--- src/rtl/serializer_arbiter.sv ---
// -----------------------------------------------------------------------------
// serializer_arbiter
//
// Round-robin arbiter sharing a single serializer between NUM_REQ requesters.
// One winner per grant is captured into the ser_* registers and issued as a
// one-cycle ser_val_o pulse. All requesters are then held off until the
// serializer's busy flag falls. Lengths the serializer ignores (mod 1 and 2)
// are consumed and reported on drop_o, so no requester waits forever.
//
// Ports
//   clk_i        clock
//   arst_n_i     asynchronous active-low reset
//   req_data_i   packed requester words, requester k at [k*DATA_W +: DATA_W]
//   req_mod_i    packed requester lengths, k at [k*DATA_MOD_W +: DATA_MOD_W]
//   req_val_i    per-requester valid
//   req_ready_o  per-requester ready (one-hot or zero)
//   ser_data_o   word to the serializer
//   ser_mod_o    length to the serializer (0 = full DATA_W)
//   ser_val_o    single-cycle issue strobe to the serializer
//   ser_busy_i   serializer busy flag
//   grant_id_o   requester owning the current or last transfer
//   active_o     transfer issued or in flight
//   drop_o       one-cycle pulse: illegal-length request discarded
//   drop_id_o    requester index of the discarded request
// -----------------------------------------------------------------------------
module serializer_arbiter #(
  parameter int unsigned NUM_REQ    = 4,
  parameter int unsigned DATA_W     = 16,
  parameter int unsigned DATA_MOD_W = 4,
  localparam int unsigned ID_W      = $clog2(NUM_REQ)
) (
  input  logic                           clk_i,
  input  logic                           arst_n_i,
  input  logic [NUM_REQ*DATA_W-1:0]      req_data_i,
  input  logic [NUM_REQ*DATA_MOD_W-1:0]  req_mod_i,
  input  logic [NUM_REQ-1:0]             req_val_i,
  output logic [NUM_REQ-1:0]             req_ready_o,
  output logic [DATA_W-1:0]              ser_data_o,
  output logic [DATA_MOD_W-1:0]          ser_mod_o,
  output logic                           ser_val_o,
  input  logic                           ser_busy_i,
  output logic [ID_W-1:0]                grant_id_o,
  output logic                           active_o,
  output logic                           drop_o,
  output logic [ID_W-1:0]                drop_id_o
);

  typedef enum logic [1:0] {
    IDLE,
    ISSUE,
    WAIT_DONE
  } state_e;

  state_e                 state_q;
  logic [ID_W-1:0]        ptr_q;
  logic [ID_W-1:0]        ptr_d;
  logic [DATA_W-1:0]      ser_data_q;
  logic [DATA_MOD_W-1:0]  ser_mod_q;
  logic                   ser_val_q;
  logic [ID_W-1:0]        grant_id_q;
  logic                   drop_q;
  logic [ID_W-1:0]        drop_id_q;

  logic                   win_vld;
  logic [ID_W-1:0]        win_id;
  logic [DATA_W-1:0]      sel_data;
  logic [DATA_MOD_W-1:0]  sel_mod;
  logic                   mod_illegal;
  logic                   handshake;

  // Winner search: walk the priority order ptr, ptr+1, ... (mod NUM_REQ) and
  // keep the first valid requester.
  always_comb begin
    win_vld = 1'b0;
    win_id  = '0;
    for (int unsigned i = 0; i < NUM_REQ; i++) begin
      int unsigned idx;
      idx = (32'(ptr_q) + i) % NUM_REQ;
      if (!win_vld && req_val_i[ID_W'(idx)]) begin
        win_vld = 1'b1;
        win_id  = ID_W'(idx);
      end
    end
  end

  // Word/length mux for the current winner.
  always_comb begin
    sel_data = '0;
    sel_mod  = '0;
    for (int unsigned k = 0; k < NUM_REQ; k++) begin
      if (ID_W'(k) == win_id) begin
        sel_data = req_data_i[k*DATA_W +: DATA_W];
        sel_mod  = req_mod_i[k*DATA_MOD_W +: DATA_MOD_W];
      end
    end
  end

  assign mod_illegal = (sel_mod == DATA_MOD_W'(1)) || (sel_mod == DATA_MOD_W'(2));

  // Ready is gated by the reset input directly so it is low throughout reset,
  // not only after the first clock edge.
  assign handshake = arst_n_i && (state_q == IDLE) && win_vld;

  always_comb begin
    req_ready_o = '0;
    if (handshake) begin
      req_ready_o[win_id] = 1'b1;
    end
  end

  assign ptr_d = (win_id == ID_W'(NUM_REQ - 1)) ? '0 : win_id + ID_W'(1);

  always_ff @(posedge clk_i or negedge arst_n_i) begin
    if (!arst_n_i) begin
      state_q    <= IDLE;
      ptr_q      <= '0;
      ser_data_q <= '0;
      ser_mod_q  <= '0;
      ser_val_q  <= 1'b0;
      grant_id_q <= '0;
      drop_q     <= 1'b0;
      drop_id_q  <= '0;
    end else begin
      ser_val_q <= 1'b0;
      drop_q    <= 1'b0;
      unique case (state_q)
        IDLE: begin
          if (handshake) begin
            ptr_q <= ptr_d;
            if (mod_illegal) begin
              // Consumed but never issued: the serializer would ignore it.
              drop_q    <= 1'b1;
              drop_id_q <= win_id;
            end else begin
              ser_data_q <= sel_data;
              ser_mod_q  <= sel_mod;
              grant_id_q <= win_id;
              ser_val_q  <= 1'b1;
              state_q    <= ISSUE;
            end
          end
        end
        ISSUE: begin
          state_q <= WAIT_DONE;
        end
        WAIT_DONE: begin
          if (!ser_busy_i) begin
            state_q <= IDLE;
          end
        end
        default: begin
          state_q <= IDLE;
        end
      endcase
    end
  end

  assign ser_data_o = ser_data_q;
  assign ser_mod_o  = ser_mod_q;
  assign ser_val_o  = ser_val_q;
  assign grant_id_o = grant_id_q;
  assign drop_o     = drop_q;
  assign drop_id_o  = drop_id_q;
  assign active_o   = (state_q != IDLE);

endmodule

--- config.mk ---
export PLATFORM = sky130hd
export DESIGN_NAME = serializer_arbiter
export DESIGN_NICKNAME = d
export VERILOG_FILES = /design/src/rtl/serializer_arbiter.sv
export SDC_FILE = /design/constraint.sdc
export NUM_CORES = 1
export LEC_CHECK = 0
export CAP_MARGIN = 20
export CORE_MARGIN = 1
export CORE_UTILIZATION = 40
export DETAILED_ROUTE_END_ITERATION = 16
export DONT_BUFFER_PORTS = 1
export GPL_TIMING_DRIVEN = 0
export PLACE_DENSITY = 0.55
export SLEW_MARGIN = 5
export SYNTH_ARGS = -nofsm -noshare
export SYNTH_HDL_FRONTEND = slang
export SYNTH_SLANG_ARGS = --single-unit
--- constraint.sdc ---
create_clock -name clk_i -period 5.9 [get_ports clk_i]
set_clock_uncertainty 0.2 [all_clocks]
set_input_delay 0.885 -clock clk_i [delete_from_list [all_inputs] [get_ports clk_i]]
set_output_delay 0.885 -clock clk_i [all_outputs]
set_load 0.02 [all_outputs]
---- After elaboration in Yosys (flattened, before gate mapping) ----
Index checks and enable logic that the tools add are counted.
word-level totals
  bits in registers ....................... 30
  bits of input ports ..................... 87
  output and inout bits ................... 31
  logic and storage cells ................. 85
operators by class
  add/subtract/negate cells ............... 4
  magnitude comparators ................... 6
  equal/unequal tests ..................... 11
  multiplexer cells ....................... 38
  bitwise logic cells ..................... 1
  reduce and logical (&&, ||, !) cells .... 17
operators with widths
  operator               number
  $mux W16               4
  $mux W4                5
  $mux W2                8
  $lt A2 B3 Y1 const B   5
  $mux W1                15
  $reduce_and A3 Y1      3
  $bmux W1 S2            4
  $logic_and A1 B1 Y1    6
  $ne A2 B2 Y1 const B   3
  $pmux W2 S3            1
  $add A2 B1 Y2 const B  2
  $add A2 B2 Y2 const B  2
  $eq A2 B2 Y1 const A   2
  $eq A2 B2 Y1 const B   2
  $eq A4 B1 Y1 const B   1
  $eq A4 B2 Y1 const B   1
  $logic_not A2 Y1       2
  $logic_not A1 Y1       3
  $demux W1 S2           1
  $eq A1 B2 Y1 const A   1
  $eq A2 B1 Y1 const B   1
  $ge A2 B1 Y1 const B   1
  $reduce_and A2 Y1      1
  $reduce_bool A2 Y1     1
  other kinds (2)        2

---- Logic depth before layout (Yosys ltp) ----
  depth after elaboration ................. 22
  depth in mapped cells ................... 14
  mapped depth without buffers ............ 12

---- Least setup slack after synthesis ----
OpenSTA, ideal clock, no wires.
  path kind ............................... input to register
  start ................................... in req_val_i[2]
  end ..................................... reg grant_id_q[0] (netlist: grant_id_o[0])
  library setup time ...................... 0.125 ns
  arrival ................................. 3.534 ns
  required time ........................... 5.575 ns
  setup slack ............................. 2.041 ns
  cell stages on the path ................. 12
  path buffers ............................ 2
  cell sequence ........................... and3_1 -> a211oi_1 -> inv_1 -> ha_1 -> buf_6 -> or2_1 -> a221o_1 -> o221ai_4 -> xor2_4 -> a21oi_4 -> buf_6 -> mux2_4
on the way
  longest elaborated chain between the ends .. 21
  elaborated cells between the ends (all ways) .. 36
  classes of those cells .................. 5 x eq/ne; 20 x mux; 1 x bitwise; 10 x reduce/logical
ends and longest elaborated chain
  item                                                 line  source
  start, declared                                      36    input logic [NUM_REQ-1:0] req_val_i,
  $bmux W1 S2                                          79    if (!win_vld && req_val_i[ID_W'(idx)]) begin
  $mux W1 (not written as such)                        79
  $mux W1                                              79
  $logic_not A1 Y1                                     79
  $logic_and A1 B1 Y1                                  79
  $mux W1                                              79
  $logic_not A1 Y1                                     79
  $logic_and A1 B1 Y1                                  79
  [3 not listed]                                       -
  $mux W2 (*)                                          79
  named net win_id[0]                                  65    logic [ID_W-1:0] win_id;
  $logic_not A2 Y1                                     91    if (ID_W'(k) == win_id) begin
  $mux W4 (4 in series)                                91
  $eq A4 B1 Y1 / $eq A4 B2 Y1 (equally long branches)  98    assign mod_illegal = (sel_mod == DATA_MOD_W'(1)) || (sel_mod == DATA_MOD_W'(2));
  $logic_or A1 B1 Y1                                   98
  $not A1 Y1 (no source line)                          -
  $reduce_and A3 Y1 (no source line)                   -
  end signal, assigned                                 137   grant_id_q <= win_id;
  end, declared                                        60    logic [ID_W-1:0] grant_id_q;
Mark *: on every way through the listed nets, which the timed path passes. The rest lies on a longest branch. The select of a mux whose other input is x is not followed.
A chain may end at the register's enable or synchronous reset.

---- Worst setup path after layout ----
  start ................................... in req_val_i[2]
  end ..................................... out req_ready_o[1]
on the way
  longest elaborated chain between the ends .. 17
  elaborated cells between the ends (all ways) .. 29
  classes of those cells .................. 2 x order compare; 19 x mux; 8 x reduce/logical
ends and longest elaborated chain
  item                                                                       line  source
  $bmux W1 S2                                                                79
  $mux W1 (not written as such)                                              79
  $mux W1                                                                    79
  $logic_not A1 Y1                                                           79
  $logic_and A1 B1 Y1                                                        79
  $mux W1                                                                    79
  $logic_not A1 Y1                                                           79
  $logic_and A1 B1 Y1                                                        79
  [2 not listed]                                                             -
  $logic_and A1 B1 Y1                                                        79
  $mux W2 (*)                                                                79
  named net win_id[0]                                                        65
  $lt A2 B3 Y1 (not written as such) / $ge A2 B1 Y1 (equally long branches)  107   req_ready_o[win_id] = 1'b1;
  $logic_and A1 B1 Y1 (not written as such)                                  107
  $mux W1 (not written as such)                                              107
  $demux W1 S2 (*)                                                           107
  $mux W4 (*)                                                                106   if (handshake) begin
  end, declared                                                              37    output logic [NUM_REQ-1:0] req_ready_o,
Marked as above.

==> qor.tcl <==
set qor(reg2reg_depth) 13
set qor(clock_tree_from_tritoncts) {built}
set qor(ir_worst_vdd_uv) 248
set qor(period_minus_slack_ps) 4150
set qor(drv_cap) 0
set qor(mappedNetlistNets) 305
set qor(clock-root-buffer) {sky130_fd_sc_hd__clkbuf_8}
set qor(grt_setup_unrepaired) {false}
set qor(remaining_drc_errors) 0
set qor(post_cts_resize_count) 0
set qor(fp.dieArea_sq_um) 5230
set qor(synth_top_cell_area_share) 0.380
set qor(internal-power_w) 0.000714
set qor(fillers) 503
set qor(yosysUniqueCellTypes) 38
set qor(sequentialPowerShare) 0.348
set qor(detail_route.vias_per_cell) 5.75
set qor(worst_skew_pair.late_latency_ps) 280
set qor(cts_made_buffers) 5
set qor(tightest_slew_ps) 861
set qor(antenna_left) 0
set qor(antenna-diode-count) 0
set qor(htree_num_levels) 2
set qor(comb_power_share) 0.496
set qor(fin_setup_tns_ps) 0
set qor(port_buffer_cells) 0
set qor(drt-total-wl_mm) 5.09
set qor(largest_net_degree_at_the_start_of_global_routing) 33
set qor(switching_power_w) 0.000596
set qor(floorplan.initialDensity) 0.416
set qor(post_synth_and_or_nand_nor_area_fraction) 0.131
set qor(io_pins) 118
set qor(drt_iter0_markers) 70
set qor(yosys_warnings) 0
set qor(tcrit_tclk_final) 0.703
set qor(worst_slew_margin_rel) 0.422
set qor(synth_ff_type) {sky130_fd_sc_hd__dfrtp_1}
set qor(hold_class) {primary input to async pin}
set qor(grt_antenna_before_repair) 0
set qor(synth-edff-count) 0
set qor(cellLeakagePower_nw) 0.937
set qor(timing.final.setup_violations) 0
set qor(grt_pass1_wl_mm) 7.80
set qor(power.density_nw_per_um2) 604
set qor(compound_cell_area_share_of_the_yosys_netlist) 0.258
set qor(max-clock-path-buffers) 2
set qor(async_reset_ff_frac) 1.00
set qor(die_w_um) 72.3
set qor(worst-setup-path-type) {primary input to primary output}
set qor(worst_setup_path_end_kind) {primary output}
set qor(dominant_combinational_cell_family_by_area_after_synthesis) {compound AO/OA/AOI/OAI gates}
set qor(grt_remaining_overflow) 0
set qor(chipHeight_um) 72.3
set qor(timing.critical_path.required_ps) 4820
set qor(slew_viol_final) 0
set qor(post_synth_main_area_contributors) {sky130_fd_sc_hd__dfrtp_1 38%, sky130_fd_sc_hd__mux2_4 6.8%, sky130_fd_sc_hd__mux2_2 6.3%}
set qor(finalNetCount) 312
set qor(placementRows) 25
set qor(synthesis.instances) 214
set qor(synthXorXnorAreaFrac) 0.0139
set qor(synthDominantAreaCellType) {sky130_fd_sc_hd__dfrtp_1}
set qor(maxClockFrequency_mhz) 241
set qor(swShare) 0.455
set qor(maximum_fanout_along_the_worst_path) 10
set qor(cts_sinks) 30
set qor(grt_pass1_vias) 1500
set qor(firstDrtPassIters) 5
set qor(hold_buffers) 0
set qor(status) {complete, no violations}
set qor(wire_per_inst_um) 17.6
set qor(post-place-cells) 281
set qor(layout-drive-gt1-share) 0.185
set qor(power.share.clock) 0.156
set qor(vias) 1662
set qor(synth_sequential_area_ratio) 0.380
set qor(post_synth_mux_area_share) 0.141
set qor(arrival_ps) 3060
set qor(synthAdderAreaFrac) 0.0253
set qor(area_growth_pct) 9.75
set qor(cts_setup_buffers) 0
set qor(placeableCoreArea_sq_um) 4750
set qor(path_clk_slew_ps) 70
set qor(post_layout_nonfiller_instances) 289
set qor(startpoint_types) {primary input}
set qor(hold_viol_final) 0
set qor(post_synthesis_register_bit_count) 30
set qor(detailedPlacementHpwl_mm) 3.83
set qor(netlist_area_sq_um) 1980
set qor(gp_routability_congestion) 0.797
set qor(groute.usage.overall) 0.197
set qor(syn_area_per_cell_sq_um) 9.24
==> registers in the layout (all words and copies together) (netlist names) <==
| signal | count |
|---|---|
| ser_mod_o | 4 |
| drop_o | 1 |
| state_q | 2 |
| ser_val_o | 1 |
| grant_id_o | 2 |
| ser_data_o | 16 |
| drop_id_o | 2 |
| ptr_q | 2 |
==> stage by stage <==
| step | total power, W | hold slack (ps) | area, sq um | setup WS (ps) | util |
|---|---|---|---|---|---|
| finish | 0.00131 | 92.3 | 2170 | 1750 | 0.456 |
| global route | 0.00142 | 70.7 | 2170 | 1510 | 0.456 |
| CTS | 0.00132 | 83.4 | 2170 | 1720 | 0.456 |
| detailed placement | 0.00111 | 275 | 2060 | 1470 | 0.433 |
| global placement | 0.00111 | 265 | 2060 | 1500 | 0.433 |
| floorplan | 0.000984 | 249 | 1980 | 2040 | - |
==> power by group through the flow <==
stage          clock [W]  sequential (W)  combinational (W)
2_1_floorplan          0        0.000439           0.000545
3_3_place_gp           0        0.000458           0.000651
3_5_place_dp           0        0.000459           0.000656
4_1_cts         0.000210        0.000456           0.000657
5_1_grt         0.000221        0.000469           0.000727
6_report        0.000204        0.000456           0.000650
==> cells in the final DEF (no fill, tap or decap), drive strengths merged, types with 3 or more instances in the layout <==
master / instances
and2: 4
mux2: 20
dfrtp: 30
buf: 7
a21oi: 25
nand2: 23
ha: 4
clkbuf: 12
nor2: 20
a22oi: 16
o221ai: 3
o22ai: 3
o21ai: 21
or2: 4
inv: 8
==> metal layers <==
layer  global-route usage  vias to the layer above  wire length (um)
li1                     -                      781                 -
met2                0.273                       74              2270
met4               0.0763                        0                47
met3               0.0722                        5               420
met1                0.277                      802              2350
met5                    0                        -                 0
==> critical path, stage by stage <==
cell                       delay (ps)
sky130_fd_sc_hd__and3_1           160
sky130_fd_sc_hd__a211oi_1         680
sky130_fd_sc_hd__ha_1             370
sky130_fd_sc_hd__buf_2            260
sky130_fd_sc_hd__buf_1            380
sky130_fd_sc_hd__and2_1           330
==> layout make-up <==
type,instances,area [sq um],share of cell area
Tap cell,67,83.8,0.0386
Buffer,14,71.3,0.0329
Clock inverter,3,40.0,0.0185
Clock buffer,5,68.8,0.0317
Multi-Input combinational cell,162,1120,0.518
Inverter,8,30.0,0.0138
Sequential cell,30,751,0.346
==> kinds of logic after synthesis <==
family | count (synthesis)
AOI/OAI and AO/OA | 77
and+or+nand+nor | 58
DFF | 30
buffers and inverters | 22
muxes | 22
adders and majority gates | 4
xor gates and xnor gates | 1
==> synthesized netlist by cell type, types with 2 or more instances <==
| library cell | instances |
|---|---|
| sky130_fd_sc_hd__clkbuf_1 | 7 |
| sky130_fd_sc_hd__buf_6 | 2 |
| sky130_fd_sc_hd__mux2_2 | 11 |
| sky130_fd_sc_hd__buf_1 | 2 |
| sky130_fd_sc_hd__nand2b_1 | 2 |
| sky130_fd_sc_hd__or2_2 | 3 |
| sky130_fd_sc_hd__nand2_1 | 23 |
| sky130_fd_sc_hd__o21ai_0 | 21 |
| sky130_fd_sc_hd__nor2_1 | 20 |
| sky130_fd_sc_hd__inv_1 | 8 |
| sky130_fd_sc_hd__a21oi_1 | 24 |
| sky130_fd_sc_hd__a221o_1 | 2 |
| sky130_fd_sc_hd__ha_1 | 4 |
| sky130_fd_sc_hd__mux2i_1 | 2 |
| sky130_fd_sc_hd__dfrtp_1 | 30 |
| sky130_fd_sc_hd__mux2_4 | 9 |
| sky130_fd_sc_hd__and2_1 | 4 |
| sky130_fd_sc_hd__buf_2 | 3 |
| sky130_fd_sc_hd__o22ai_1 | 3 |
| sky130_fd_sc_hd__a22oi_1 | 16 |
==> path summary, 6_finish.rpt <==
path | from | endpoint | slack, ps
hold reg to reg | state_q[1]$_DFFE_PN0P_ | state_q[1]$_DFFE_PN0P_ | 280
max in group asynchronous | arst_n_i | ser_data_o[0]$_DFFE_PN0P_ | 5310
setup / recovery | req_val_i[2] | req_ready_o[1] | 1750
hold / removal | arst_n_i | state_q[1]$_DFFE_PN0P_ | 90
setup reg to reg | ptr_q[1]$_DFFE_PN0P_ | ser_data_o[10]$_DFFE_PN0P_ | 1910
min in group clk_i | state_q[1]$_DFFE_PN0P_ | state_q[1]$_DFFE_PN0P_ | 280
No activity file was read; power rests on OpenSTA's default activity.
